`src/rtl/mem_access_if.sv`:
```
// Data-memory bus: mem_access drives the request side (master), the memory answers (slave).
interface mem_access_if;
  logic        dmem_req;
  logic        dmem_we;
  logic [31:0] dmem_addr;
  logic [31:0] dmem_wdata;
  logic [3:0]  dmem_wmask;
  logic        dmem_gnt;
  logic        dmem_rvalid;
  logic [31:0] dmem_rdata;

  modport master (
    output dmem_req, dmem_we, dmem_addr, dmem_wdata, dmem_wmask,
    input  dmem_gnt, dmem_rvalid, dmem_rdata
  );
  modport slave (
    input  dmem_req, dmem_we, dmem_addr, dmem_wdata, dmem_wmask,
    output dmem_gnt, dmem_rvalid, dmem_rdata
  );
endinterface

```
`src/rtl/mem_access.sv`:
```
// Memory stage: one load/store per transaction over a req/gnt/rvalid bus, store lane formatting, load extension.
// Optional MISALIGN_TRAP_EN: misaligned accesses skip the bus and complete next cycle with o_misaligned.
module mem_access #(
  parameter int TIMEOUT = 256
) (
  input  logic         i_clk,
  input  logic         i_rst,
  input  logic         i_valid,
  input  logic         mem_read,
  input  logic         mem_write,
  input  logic [2:0]   funct3,
  input  logic [31:0]  addr,
  input  logic [31:0]  store_data,
  output logic         o_busy,
  mem_access_if.master dmem,
  output logic         o_valid,
  output logic [31:0]  mem_data_out,
  output logic         o_bus_err,
  output logic         o_misaligned
);
  localparam int CW = $clog2(TIMEOUT + 1);

  typedef enum logic [1:0] {IDLE, REQ, RESP} state_t;
  typedef enum logic [1:0] {SZ_B, SZ_H, SZ_W} size_t;

  state_t        state, state_d;
  logic [CW-1:0] cnt, cnt_d;
  logic [31:0]   addr_q, data_q;
  logic [2:0]    f3_q;
  logic          we_q;
  logic          accept, done, capture, abort, trap;
  size_t         size_q;

  // Unlisted funct3 codes fall back to word access.
  function automatic size_t op_size(logic [2:0] f3, logic st);
    size_t s;
    if (st) s = (f3 == 3'b000) ? SZ_B : (f3 == 3'b001) ? SZ_H : SZ_W;
    else    s = (f3[1:0] == 2'b00) ? SZ_B : (f3[1:0] == 2'b01) ? SZ_H : SZ_W;
    return s;
  endfunction

  function automatic logic [31:0] fmt_load(logic [2:0] f3, logic [1:0] off, logic [31:0] w);
    logic [7:0]  b;
    logic [15:0] h;
    logic [31:0] r;
    b = w[{off, 3'b000} +: 8];
    h = off[1] ? w[31:16] : w[15:0];
    case (op_size(f3, 1'b0))
      SZ_B:    r = {{24{b[7] & ~f3[2]}}, b};
      SZ_H:    r = {{16{h[15] & ~f3[2]}}, h};
      default: r = w;
    endcase
    return r;
  endfunction

`ifdef MISALIGN_TRAP_EN
  size_t size_in;
  logic  mis_in;
  assign size_in = op_size(funct3, mem_write);
  assign mis_in  = (size_in == SZ_H && addr[0]) || (size_in == SZ_W && addr[1:0] != 2'b00);
`endif

  assign size_q          = op_size(f3_q, we_q);
  assign o_busy          = (state != IDLE);
  assign dmem.dmem_req   = (state == REQ);
  assign dmem.dmem_we    = we_q;
  assign dmem.dmem_addr  = {addr_q[31:2], 2'b00};

  always_comb begin
    dmem.dmem_wdata = data_q;
    dmem.dmem_wmask = 4'b1111;
    case (size_q)
      SZ_B: begin
        dmem.dmem_wdata = {4{data_q[7:0]}};
        dmem.dmem_wmask = 4'b0001 << addr_q[1:0];
      end
      SZ_H: begin
        dmem.dmem_wdata = {2{data_q[15:0]}};
        dmem.dmem_wmask = 4'b0011 << {addr_q[1], 1'b0};
      end
      default: ;
    endcase
    if (!we_q) dmem.dmem_wmask = 4'b0000;
  end

  always_comb begin
    state_d = state;
    cnt_d   = cnt;
    accept  = 1'b0;
    done    = 1'b0;
    capture = 1'b0;
    abort   = 1'b0;
    trap    = 1'b0;
    case (state)
      IDLE: if (i_valid && (mem_read || mem_write)) begin
        accept = 1'b1;
        cnt_d  = '0;
`ifdef MISALIGN_TRAP_EN
        if (mis_in) trap = 1'b1;
        else        state_d = REQ;
`else
        state_d = REQ;
`endif
      end
      REQ: if (dmem.dmem_gnt) begin
        if (we_q) begin
          done = 1'b1; state_d = IDLE;
        end else if (dmem.dmem_rvalid) begin
          done = 1'b1; capture = 1'b1; state_d = IDLE;
        end else begin
          state_d = RESP;
        end
      end
      RESP: if (dmem.dmem_rvalid) begin
        done = 1'b1; capture = 1'b1; state_d = IDLE;
      end
      default: state_d = IDLE;
    endcase
    // A completion on the last allowed cycle still wins over the abort.
    if (state != IDLE && !done) begin
      if (cnt == CW'(TIMEOUT - 1)) begin
        abort = 1'b1; state_d = IDLE;
      end else begin
        cnt_d = cnt + 1'b1;
      end
    end
  end

  always_ff @(posedge i_clk or negedge i_rst) begin
    if (!i_rst) begin
      state        <= IDLE;
      cnt          <= '0;
      addr_q       <= '0;
      data_q       <= '0;
      f3_q         <= '0;
      we_q         <= 1'b0;
      o_valid      <= 1'b0;
      o_bus_err    <= 1'b0;
      o_misaligned <= 1'b0;
      mem_data_out <= '0;
    end else begin
      state <= state_d;
      cnt   <= cnt_d;
      if (accept) begin
        addr_q <= addr;
        data_q <= store_data;
        f3_q   <= funct3;
        we_q   <= mem_write;
      end
      o_valid      <= done | abort | trap;
      o_bus_err    <= abort;
      o_misaligned <= trap;
      if (capture)            mem_data_out <= fmt_load(f3_q, addr_q[1:0], dmem.dmem_rdata);
      else if (abort || trap) mem_data_out <= '0;
    end
  end
endmodule

```
`src/flat_wrapper.sv`:
```
// flat-port wrapper written by rule: the top's interface ports become plain ports
module mem_access_flat 
#(
  parameter int TIMEOUT = 256
)
  (i_clk, i_rst, i_valid, mem_read, mem_write, funct3, addr, store_data, o_busy, o_valid, mem_data_out, o_bus_err, o_misaligned, dmem_dmem_req, dmem_dmem_we, dmem_dmem_addr, dmem_dmem_wdata, dmem_dmem_wmask, dmem_dmem_gnt, dmem_dmem_rvalid, dmem_dmem_rdata);
  mem_access_if dmem_i ();
  input  logic i_clk;
  input  logic i_rst;
  input  logic i_valid;
  input  logic mem_read;
  input  logic mem_write;
  input  logic [2:0] funct3;
  input  logic [31:0] addr;
  input  logic [31:0] store_data;
  output logic o_busy;
  output logic o_valid;
  output logic [31:0] mem_data_out;
  output logic o_bus_err;
  output logic o_misaligned;
  output wire logic [$bits(dmem_i.dmem_req)-1:0] dmem_dmem_req;
  output wire logic [$bits(dmem_i.dmem_we)-1:0] dmem_dmem_we;
  output wire logic [$bits(dmem_i.dmem_addr)-1:0] dmem_dmem_addr;
  output wire logic [$bits(dmem_i.dmem_wdata)-1:0] dmem_dmem_wdata;
  output wire logic [$bits(dmem_i.dmem_wmask)-1:0] dmem_dmem_wmask;
  input wire logic [$bits(dmem_i.dmem_gnt)-1:0] dmem_dmem_gnt;
  input wire logic [$bits(dmem_i.dmem_rvalid)-1:0] dmem_dmem_rvalid;
  input wire logic [$bits(dmem_i.dmem_rdata)-1:0] dmem_dmem_rdata;
  assign dmem_dmem_req = dmem_i.dmem_req;
  assign dmem_dmem_we = dmem_i.dmem_we;
  assign dmem_dmem_addr = dmem_i.dmem_addr;
  assign dmem_dmem_wdata = dmem_i.dmem_wdata;
  assign dmem_dmem_wmask = dmem_i.dmem_wmask;
  assign dmem_i.dmem_gnt = dmem_dmem_gnt;
  assign dmem_i.dmem_rvalid = dmem_dmem_rvalid;
  assign dmem_i.dmem_rdata = dmem_dmem_rdata;
  mem_access #(.TIMEOUT(TIMEOUT)) u_core (.i_clk(i_clk), .i_rst(i_rst), .i_valid(i_valid), .mem_read(mem_read), .mem_write(mem_write), .funct3(funct3), .addr(addr), .store_data(store_data), .o_busy(o_busy), .dmem(dmem_i), .o_valid(o_valid), .mem_data_out(mem_data_out), .o_bus_err(o_bus_err), .o_misaligned(o_misaligned));
endmodule
```
`config.mk`:
```
export PLATFORM = sky130hd
export DESIGN_NAME = mem_access_flat
export DESIGN_NICKNAME = d
export VERILOG_FILES = /design/src/rtl/mem_access_if.sv /design/src/rtl/mem_access.sv /design/src/flat_wrapper.sv
export SDC_FILE = /design/constraint.sdc
export NUM_CORES = 1
export LEC_CHECK = 0
export CAP_MARGIN = 25
export CORE_AREA = 4 4 98 137
export DETAILED_ROUTE_END_ITERATION = 8
export DIE_AREA = 0 0 102 141
export GPL_ROUTABILITY_DRIVEN = 1
export PLACE_DENSITY = 0.85
export SYNTH_ARGS = -nofsm -noshare
export SYNTH_HDL_FRONTEND = slang
export SYNTH_SLANG_ARGS = --single-unit
```
`constraint.sdc`:
```
create_clock -name i_clk -period 3.1 [get_ports i_clk]
set_input_delay 0.62 -clock i_clk [delete_from_list [all_inputs] [get_ports i_clk]]
set_output_delay 0.62 -clock i_clk [all_outputs]
set_load 0.03 [all_outputs]
```
# --- Yosys cells after proc, flatten, opt, wreduce, memory -nomap -nowiden ---
# Cells that the tools add are included.
totals:
  regBits: 113
  word_cells: 71
  inputBits: 106
op_classes:
  shifts: 3
  n_reduce_logical: 11
  bitwise_logic: 4
  addsub: 1
  n_mux: 36
  n_eq_ne: 7
ops:
  columns: ["op", "count"]
  rows:
  - ["one-hot mux 32 bit (2 select lines)", 2]
  - ["2-to-1 mux 32 bit", 2]
  - ["2-to-1 mux 9 bit", 4]
  - ["indexed part select 32 x 6 -> 8 bit", 1]
  - ["2-to-1 mux 2 bit", 13]
  - ["2-to-1 mux 16 bit", 1]
  - ["adder 9 x 1 -> 9 bit (second input constant)", 1]
  - ["equality test 9 x 8 -> 1 bit (second input constant)", 1]
  - ["2-to-1 mux 1 bit", 9]
  - ["equality test 2 x 1 -> 1 bit (second input constant)", 4]
  - ["zero test 2 bit", 4]
  - ["one-hot mux 4 bit (2 select lines)", 1]
  - ["one-hot mux 2 bit (3 select lines)", 1]
  - ["2-to-1 mux 4 bit", 1]
  - ["one-hot mux 1 bit (2 select lines)", 2]
  - ["nonzero test 2 bit", 2]
  - ["left shift 1 x 2 -> 4 bit (first input constant)", 1]
  - ["left shift 2 x 2 -> 4 bit (first input constant)", 1]
  - ["equality test 3 x 1 -> 1 bit (second input constant)", 1]
  - ["zero test 3 bit", 1]
  - ["bitwise AND 1 bit", 2]
  - ["equality test 2 bit (second input constant)", 1]
  - ["logical AND 1 bit", 2]
  - ["zero test 1 bit", 1]
  - ["other kinds (3)", 3]

# --- Depth between registers and ports, before layout ---
# Gate-level depths: netlist of run 1.
depth:
  ltp_word: 9
  depth_mapped: 7

# --- Least setup slack after synthesis of run 1 ---
# No wires, ideal clock.
synth_timing:
  path_kind: "reg-to-output"
  start: "reg u_core.we_q (netlist: u_core.dmem.dmem_we)"
  end: "out dmem_dmem_wdata[30]"
  required_ps: 2480
  path_slack_ps: 619
  stages_incl_launch_ff: 7
  t_arrival_ps: 1861
  path_cell_list: "dfrtp_1 > buf_4 > a21oi_1 > buf_2 > clkbuf_1 > nor2_1 > a21oi_1"
synth_between:
  elab_chain_cells: 3
synth_lines:
  columns: ["item", "line_no", "source"]
  rows:
  - ["start, declared", "mem_access.sv:30", "logic we_q;"]
  - ["start signal, assigned", "mem_access.sv:148", "we_q <= mem_write;"]
  - ["2-to-1 mux 2 bit (*)", "mem_access.sv:37", "if (st) s = (f3 == 3'b000) ? SZ_B : (f3 == 3'b001) ? SZ_H : SZ_W;"]
  - ["equality test 2 x 1 -> 1 bit / zero test 2 bit (equally long branches)", "mem_access.sv:72", "case (size_q)"]
  - ["one-hot mux 32 bit (2 select lines) (*)", "mem_access.sv:72", null]
  - ["end, declared", "flat_wrapper.sv:24", "output wire logic [$bits(dmem_i.dmem_wdata)-1:0] dmem_dmem_wdata;"]
# Every way passes the cells marked *; elsewhere a longest branch is shown, timed or not.

# --- Worst setup path in the final report of run 1 ---
layout_timing:
  start: "reg u_core.f3_q[2]"
  end: "out dmem_dmem_wdata[11]"
layout_between:
  elab_chain_cells: 6
layout_lines:
  columns: ["item", "line_no", "source"]
  rows:
  - ["start, declared", "mem_access.sv:29", "logic [2:0] f3_q;"]
  - ["start signal, assigned", "mem_access.sv:147", "f3_q <= funct3;"]
  - ["equality test 3 x 1 -> 1 bit", "mem_access.sv:37", null]
  - ["2-to-1 mux 2 bit", "mem_access.sv:37", null]
  - ["2-to-1 mux 2 bit (*) (2 in series)", "mem_access.sv:37", null]
  - ["equality test 2 x 1 -> 1 bit / zero test 2 bit (equally long branches)", "mem_access.sv:72", null]
  - ["one-hot mux 32 bit (2 select lines) (*)", "mem_access.sv:72", null]
# Marked as above.

==> results of run 1 <==
==> cells by family after synthesis <==
family | share of synthesized area, %
AOI/OAI and AO/OA | 14.6
DFF | 48.4
muxes | 20.7
buffers and inverters | 9.16
and+or+nand+nor | 5.97
adders and majority gates | 1.07
other | 0.0642
==> path summary, 6_finish.rpt <==
path	startpoint	end	slack, ns
worst max-delay path	u_core.f3_q[2]	dmem_dmem_wdata[11]	0.17
worst min-delay path	i_rst	u_core.o_valid	0.24
worst max register to register	u_core.state[1]	u_core.mem_data_out[7]	0.56
worst min register to register	u_core.cnt[5]	u_core.cnt[5]	0.47
max in group asynchronous	i_rst	u_core.mem_data_out[7]	2.11
min in group i_clk	u_core.cnt[5]	u_core.cnt[5]	0.47
==> through the flow <==
| step | area (um^2) | instances | setup slack [ns] | hold WS [ns] | power (uW) |
|---|---|---|---|---|---|
| 5_1_grt | 8400 | 831 | 0.0183 | 0.298 | 11100 |
| 4_1_cts | 8400 | 831 | 0.143 | 0.274 | 10700 |
| 6_report | 8400 | 831 | 0.174 | 0.237 | 10600 |
| 3_3_place_gp | 7790 | 801 | 0.451 | 0.464 | 8390 |
| 2_1_floorplan | 5850 | 500 | 0.619 | 0.324 | 6570 |
| 3_5_place_dp | 7790 | 801 | 0.387 | 0.462 | 8570 |
==> area by class of cell <==
cell class | count | share of cell area, %
clock buffers | 19 | 5.28
clock inverters | 11 | 1.95
inverters | 13 | 0.581
multi-input cells | 301 | 29.8
flip-flops and latches | 113 | 33.7
well taps | 150 | 2.24
repair buffers | 224 | 26.5
==> worst max-delay path: cells and delay by family (launching register included) <==
family                 cells  cell delay, ns
buffers and inverters      2            0.79
DFF                        1            0.43
muxes                      1            0.36
AOI/OAI and AO/OA          1            0.19
and+or+nand+nor            1            0.14
==> routing by layer <==
layer	share of wire, %	vias to the layer above	wire length, um	GRT usage, %
li1	-	2094	-	-
met1	35	2305	5860	24.7
met2	54	221	8950	41.1
met3	7.3	46	1220	6.58
met4	3.9	0	651	11.6
met5	0	-	0	0
==> where the power goes <==
group	total [uW]	internal, uW	switching (uW)
Clock	2020	1350	666
Combinational	5900	2640	3260
Sequential	2660	2170	496
==> cell usage in the layout, fill, tap and decap left out, drive strengths merged, types with 3 or more instances in the layout <==
cell type,Yosys,layout
a21o,10,10
a21oi,17,17
inv,13,13
and2,3,3
dfrtp,113,113
mux2i,16,16
nand2b,3,3
mux2,93,93
nand2,11,11
clkinv,0,5
ha,5,5
nor2,21,21
clkdlybuf4s50,0,207
clkbuf,9,19
nor3,11,11
conb,1,3
o2bb2ai,23,23
a221oi,8,8
o21a,8,8
nand3,6,6
a32o,3,3
and3,5,5
o21ai,29,29
bufinv,0,4
o211ai,3,3
buf,64,17
==> sequential cells by signal, summed over array words and instances (netlist names) <==
name                 cells
u_core.o_bus_err         1
u_core.mem_data_out     32
u_core.addr_q           32
u_core.data_q           32
u_core.state             2
u_core.dmem.dmem_we      1
u_core.cnt               9
u_core.o_valid           1
u_core.f3_q              3
==> impl_summary.md, run 1 <==
Outcome
The run finished with clean final reports.

Logic synthesis
The count of mapped cells out of synthesis is 498. During synthesis, Yosys emitted a total of 0 warnings. The biggest area contributor in the post-synthesis netlist is dfrtp_1.

The number of flops mapped to enable cells by yosys is 0. The top cell type by area accounts for 48.4% of the synthesized area. Ranked by instance count, the synthesized netlist is headed by dfrtp_1, mux2_2, buf_4, o21ai_0, o2bb2ai_1. The most common cell in the synthesized netlist is dfrtp_1.

The fraction of the yosys area taken by sequential cells is 48.4%. The synthesized netlist occupies a cell area of 5840 um^2. The number of storage elements in the synthesis netlist is 113. After synthesis, the share of flip-flops with an asynchronous set or reset is 100%. The synthesized netlist contains 46 unique library cells.

The post-synthesis average cell area is 11.7 um^2. Yosys attributes the largest share of cell area to dfrtp_1, mux2_2, buf_4. For this run, the leading register cell type out of synthesis is dfrtp_1.

Flow run
The tool flagged a number of max-cap violations equal to 0.

Timing
The number of pins with negative max-slew slack in the final report is 0. The final-report hold violation count is 0. The final critical path takes up 94.4% of the cycle. The final critical delay including setup and external delays is 2.93 ns. The worst-case headroom to the max-slew limit is 34.0%.

The post-route setup TNS is 0 ns. Setup violations remaining at the end of the flow were counted as 0. At the pin with the least slew margin, the transition time is 0.987 ns.

Clock skew on the completed layout was measured at 0.0155 ns. Setup repair after global routing left no endpoint under its margin. The highest attainable clock frequency is 342 MHz.

Global route
The via count of the first global-routing pass is 5,068. The overall track demand over capacity in global routing is 23.2%. The first global-routing pass estimated 26.0 mm of wire. The number of antenna violations at the first check in global routing is 0. The sum of overflow across all layers after global routing is 0. The largest net degree at the start of global routing is 52.

Placement
The final RePlAce weighted congestion is 0.826. The sum of net half-perimeters after detailed placement is 12.1 mm. The quantity of I/O buffers inserted on ports is 208.

Clocking
Counting every sink on the clock net gives 113. The clock input transition at the sequential cells of the worst setup and hold paths is 0.05 ns. In this run the clock root is driven by a clkbuf_16. The H-tree was split into 4 levels. After clock tree synthesis, the setup repair step added 0 buffers.

In this run, post-CTS hold repair placed 0 buffers. The quantity of gates resized following cts is 0. Buffers inserted during clock tree synthesis total 17. The number of buffers on the longest clock path is 2.

The clock insertion delay at the later pin of the skew report is 0.41 ns. TritonCTS built the clock tree.

Cells and area
The synthesis-to-finish area growth is 43.7%. The area occupied by registers is 2830 um^2. At the end of the flow the core is filled with cells to 68.5%. The repair_antennas step left the layout with diodes totalling 0. The post-route netlist has 21.9% of its cells at a drive strength greater than 1. The final layout net count is 781. The area of the multi-input gates is 2500 um^2. The count of filler cells inserted in the layout is 899.

Min path
The worst min-delay path class is in -> async.

Critical path
Of all nets on the critical path, the largest fanout is 8. The type of element launching the critical path is a flip-flop. The cell with the largest stage delay on the worst path is clkdlybuf4s50_1. The nature of the critical path endpoint is a primary output. The path depth of the worst reg2reg path is 6. The largest stage delay on the critical path is 0.60 ns. The signal on the critical path passes through a21oi_2 -> nor2b_1 -> buf_4 -> mux2_2 -> clkdlybuf4s50_1. The worst endpoint required time is 2.48 ns.

STA puts the critical path data arrival time at 2.31 ns. The startpoint-to-endpoint class of the critical path is reg -> out.

Route
The routed design has 16.7 mm of wire. The detail route stage leaves a number of antenna-violating nets equal to 0. Using the TritonRoute via totals, the vias-per-cell ratio works out to 5.61.

The first detailed-routing pass took 5 iterations. For this run, design rule violations remaining after detail routing come to 0. In the final routed layout, each cell accounts on average for 20.1 um.

The first routing iteration left 176 violations. Summing over every cut layer, the via total after detailed routing is 4,666.

Pwr
The power per standard cell area is 1260 nW/um^2. The analysis attributes to cell leakage a power of 0.00360 uW. The worst vdd rail ir drop is 925 uV.

Floorplan
The I/O pin count is 212. The effective utilization at floorplan is 47.7%. The die area is 14,400 um^2. The total core area is 12,300 um^2. In this run the vertical extent of the chip is 141 um. The floorplan step set the die width to 102 um. Row generation in the floorplan step produced 48 rows.
Power figures use the tool's default switching activity.
==> inputs of run 2 (changes only) <==
--- a/config.mk
+++ b/config.mk
@@ -6,9 +6,9 @@
 export NUM_CORES = 1
 export LEC_CHECK = 0
 export CAP_MARGIN = 25
-export CORE_AREA = 4 4 98 137
+export CORE_AREA = 2 2 96 135
 export DETAILED_ROUTE_END_ITERATION = 8
-export DIE_AREA = 0 0 102 141
+export DIE_AREA = 0 0 98 137
 export GPL_ROUTABILITY_DRIVEN = 1
 export PLACE_DENSITY = 0.85
 export SYNTH_ARGS = -nofsm -noshare
==> run 2 against run 1 <==
Routed wire length shrank 4.4%. Worst setup slack lost 0.057 ns. Register-to-register slack lost 0.02 ns. Flip-flop and latch count is the same. Die area shrank 6.6%. Combinational power shrank 1%. Cell area is essentially flat. Count of clock-buffer cells in the layout grew 3. Critical path type unchanged. Largest cell class unchanged.
==> impl_summary.md, run 2 (synthesized netlist as in run 1, its figures left out) <==
Outcome
The flow ran to the end, and the final reports show no timing, DRC or antenna violations.

Cells and area
The synthesis-to-finish area growth is 43.5% (about the same). The final design area excluding fillers was 8390 um^2 (about the same). The most common cell after layout, fill and taps aside is clkdlybuf4s50_1. In the layout the commonest cells are clkdlybuf4s50_1, dfrtp_1, mux2_2, o21ai_0, o2bb2ai_1. The diode insertion count for antenna repair came to 0 (unchanged). The share of post-route cells with drive strength above 1 was 22.1% (+0.23 points).

The largest registers in the layout are u_core.addr_q (32), u_core.data_q (32), u_core.mem_data_out (32). The final layout net count is 782 (+0.13%).

Floorplan
The I/O pin count is 212 (unchanged). The die outline width is 98 um (-3.9%). The total core area is 12,200 um^2 (-0.49%). The number of standard-cell rows in the floorplan is 48 (unchanged). The effective utilization at floorplan was 47.9% (+0.23 points).

The die area was 13,400 um^2 (-6.6%). The die span in y is 137 um (-2.8%).

Route
The length of routed wiring on met1 was 5.61 mm (-4.2%). The initial DRC count came to 197 (+12%). The number of routed nets with antenna violations came to 0 (unchanged). The detailed route wirelength on metal3 was 1.39 mm (+14%).

The first-pass iteration count of the detailed router is 5 (unchanged). The count of vias placed by the detailed router is 4,675 (+0.19%). The total detailed-routing wirelength is 16.0 mm (-4.4%). The per-cell routed wire length was 19.2 um (-4.6%).

The top layer used by detailed routing is met4. The average vias per placed instance is 5.61 (about the same). The final routed DRC violation total is 0 (unchanged).

The detailed route wirelength on metal2 is 8.17 mm (-8.7%).

Global route
The overall track demand over capacity in global routing is 23.7% (+0.44 points). The number of antenna violations at the first check in global routing is 0 (unchanged). The via count of the first global-routing pass is 4,965 (-2.0%). The sum of overflow across all layers after global routing came to 0 (unchanged).

The first-pass GRT wire length was 24.9 mm (-4.2%). The largest net degree at the start of global routing is 51 (-1.9%).

Timing
The portion of the clock cycle consumed by the worst path in the final layout is 96.2% (+1.8 points). The slew at the pin closest to its max-slew limit was 1.01 ns (+0.0242 ns). The number of pins with negative max-slew slack in the final report is 0 (unchanged). The final critical delay including setup and external delays was 2.98 ns (+0.0566 ns). The post-route setup TNS is 0 ns (unchanged).

The highest attainable clock frequency is 335 MHz (-1.9%). The worst-case headroom to the max-slew limit was 32.4% (-1.6 points). The setup clock skew after layout is 0.00627 ns (-0.00921 ns). The final-report hold violation count was 0 (unchanged).

The setup-violating endpoint count in the final report is 0 (unchanged). Setup repair after global routing left no endpoint under its margin.

Pwr
The leakage power was 0.00360 uW (+0.15%). The worst vdd rail ir drop is 885 uV (-4.3%). The power per standard cell area is 1250 nW/um^2 (-1.1%).

Flow run
The max-cap check violation count is 0 (unchanged).

Clocking
The number of buffers inserted to repair setup after CTS is 0 (unchanged). The number of buffers inserted for hold repair after clock tree synthesis was 0 (unchanged). The clock insertion delay at the later pin of the skew report is 0.40 ns (about the same). The clock tree from TritonCTS is built. The clock tree root driver cell is clkbuf_16.

The depth of the CTS H-tree is 4 (unchanged). The number of buffers on the longest clock path is 2 (unchanged). The clock input transition at the sequential cells of the worst setup and hold paths came to 0.05 ns (about the same). The number of buffers inserted during clock tree synthesis was 17 (unchanged). The CTS sink count was 113 (unchanged).

Critical path
In this run the worst setup path begins at u_core.f3_q[2]. The setup slack of the worst register-to-register path was 0.54 ns (-0.02 ns). The destination of the critical timing path is dmem_dmem_wdata[28]. The capture point of the worst reg-to-reg path is u_core.mem_data_out[7]. In this run the critical register-to-register path is launched from u_core.state[1].

The startpoint-to-endpoint class of the critical path is reg -> out. The worst setup path is captured at a primary output. The data arrival time at the worst-slack endpoint is 2.36 ns (+0.05 ns).

The worst setup path is launched from a flip-flop. The path depth of the worst reg2reg path was 6 (unchanged). The largest fanout of any net on the critical path is 28 (+20). The worst endpoint required time was 2.48 ns (about the same).

Placement
The quantity of I/O buffers inserted on ports came to 208 (unchanged). The post-place instance area is 7800 um^2 (about the same). The sum of net half-perimeters after detailed placement is 11.5 mm (-4.9%). The final RePlAce weighted congestion was 0.821 (-0.61%).

Min path
The tightest min-delay check is of the in -> async type.
==> run 2: worst min-delay path by stage <==
stage	to	slack, ns	start
2_1_floorplan	u_core.addr_q[0]	0.32	i_rst
3_3_place_gp	u_core.cnt[5]	0.46	u_core.cnt[5]
3_5_place_dp	u_core.mem_data_out[14]	0.47	u_core.mem_data_out[14]
4_1_cts	u_core.cnt[8]	0.18	i_rst
5_1_grt	u_core.state[0]	0.21	i_rst
6_report	u_core.state[0]	0.18	i_rst
==> run 2: what timing repair did <==
item                       4_1_cts  5_1_grt
setup endpoints to repair        0        1
hold endpoints to repair         0        0
resized for setup                0        1
==> run 2: critical path: stages (launching register included) <==
cell	delay, ns
dfrtp_1	0.43
a21oi_2	0.17
buf_4	0.33
nor2_1	0.08
a21oi_1	0.21
clkdlybuf4s50_1	0.73
==> run 2: layout make-up <==
cell class	instances	area, um^2
Multi-Input combinational cell	301	2500
Tap cell	150	188
Clock buffer	22	484
Clock inverter	9	106
Sequential cell	113	2830
Timing Repair Buffer	225	2230
Inverter	13	48.8
Fill cell	879	3800
==> run 2: metrics by stage <==
stage               hold WS (ns)  setup slack (ns)  util [%]  std cells  total power, uW
floorplan                  0.324             0.619         -        500             6570
global placement           0.456             0.444      63.9        802             8350
detailed placement         0.468             0.351      63.9        802             8520
CTS                        0.182            0.0935      68.8        833            10500
global route               0.206            0.0139      68.8        833            10900
finish                     0.176             0.117      68.8        833            10500
==> run 2: power breakdown <==
group	leakage [uW]	internal [uW]	switching [uW]
clock	0.000284	1260	666
sequential	0.00138	2170	524
combinational	0.00194	2630	3210
total	0.00360	6060	4400
==> run 2: per-layer routing <==
layer / up-vias / global-route usage (%)
li1: 2099 / -
met5: - / 0
met2: 251 / 40.6
met4: 0 / 14.1
met1: 2266 / 25.1
met3: 59 / 8.17
==> inputs of run 3 (changes only) <==
--- a/config.mk
+++ b/config.mk
@@ -7,6 +7,7 @@
 export LEC_CHECK = 0
 export CAP_MARGIN = 25
 export CORE_AREA = 2 2 96 135
+export CTS_CLUSTER_DIAMETER = 80
 export DETAILED_ROUTE_END_ITERATION = 8
 export DIE_AREA = 0 0 98 137
 export GPL_ROUTABILITY_DRIVEN = 1
==> results of run 3 <==
The final DEF is identical to that of run 2; final timing and power are the same.
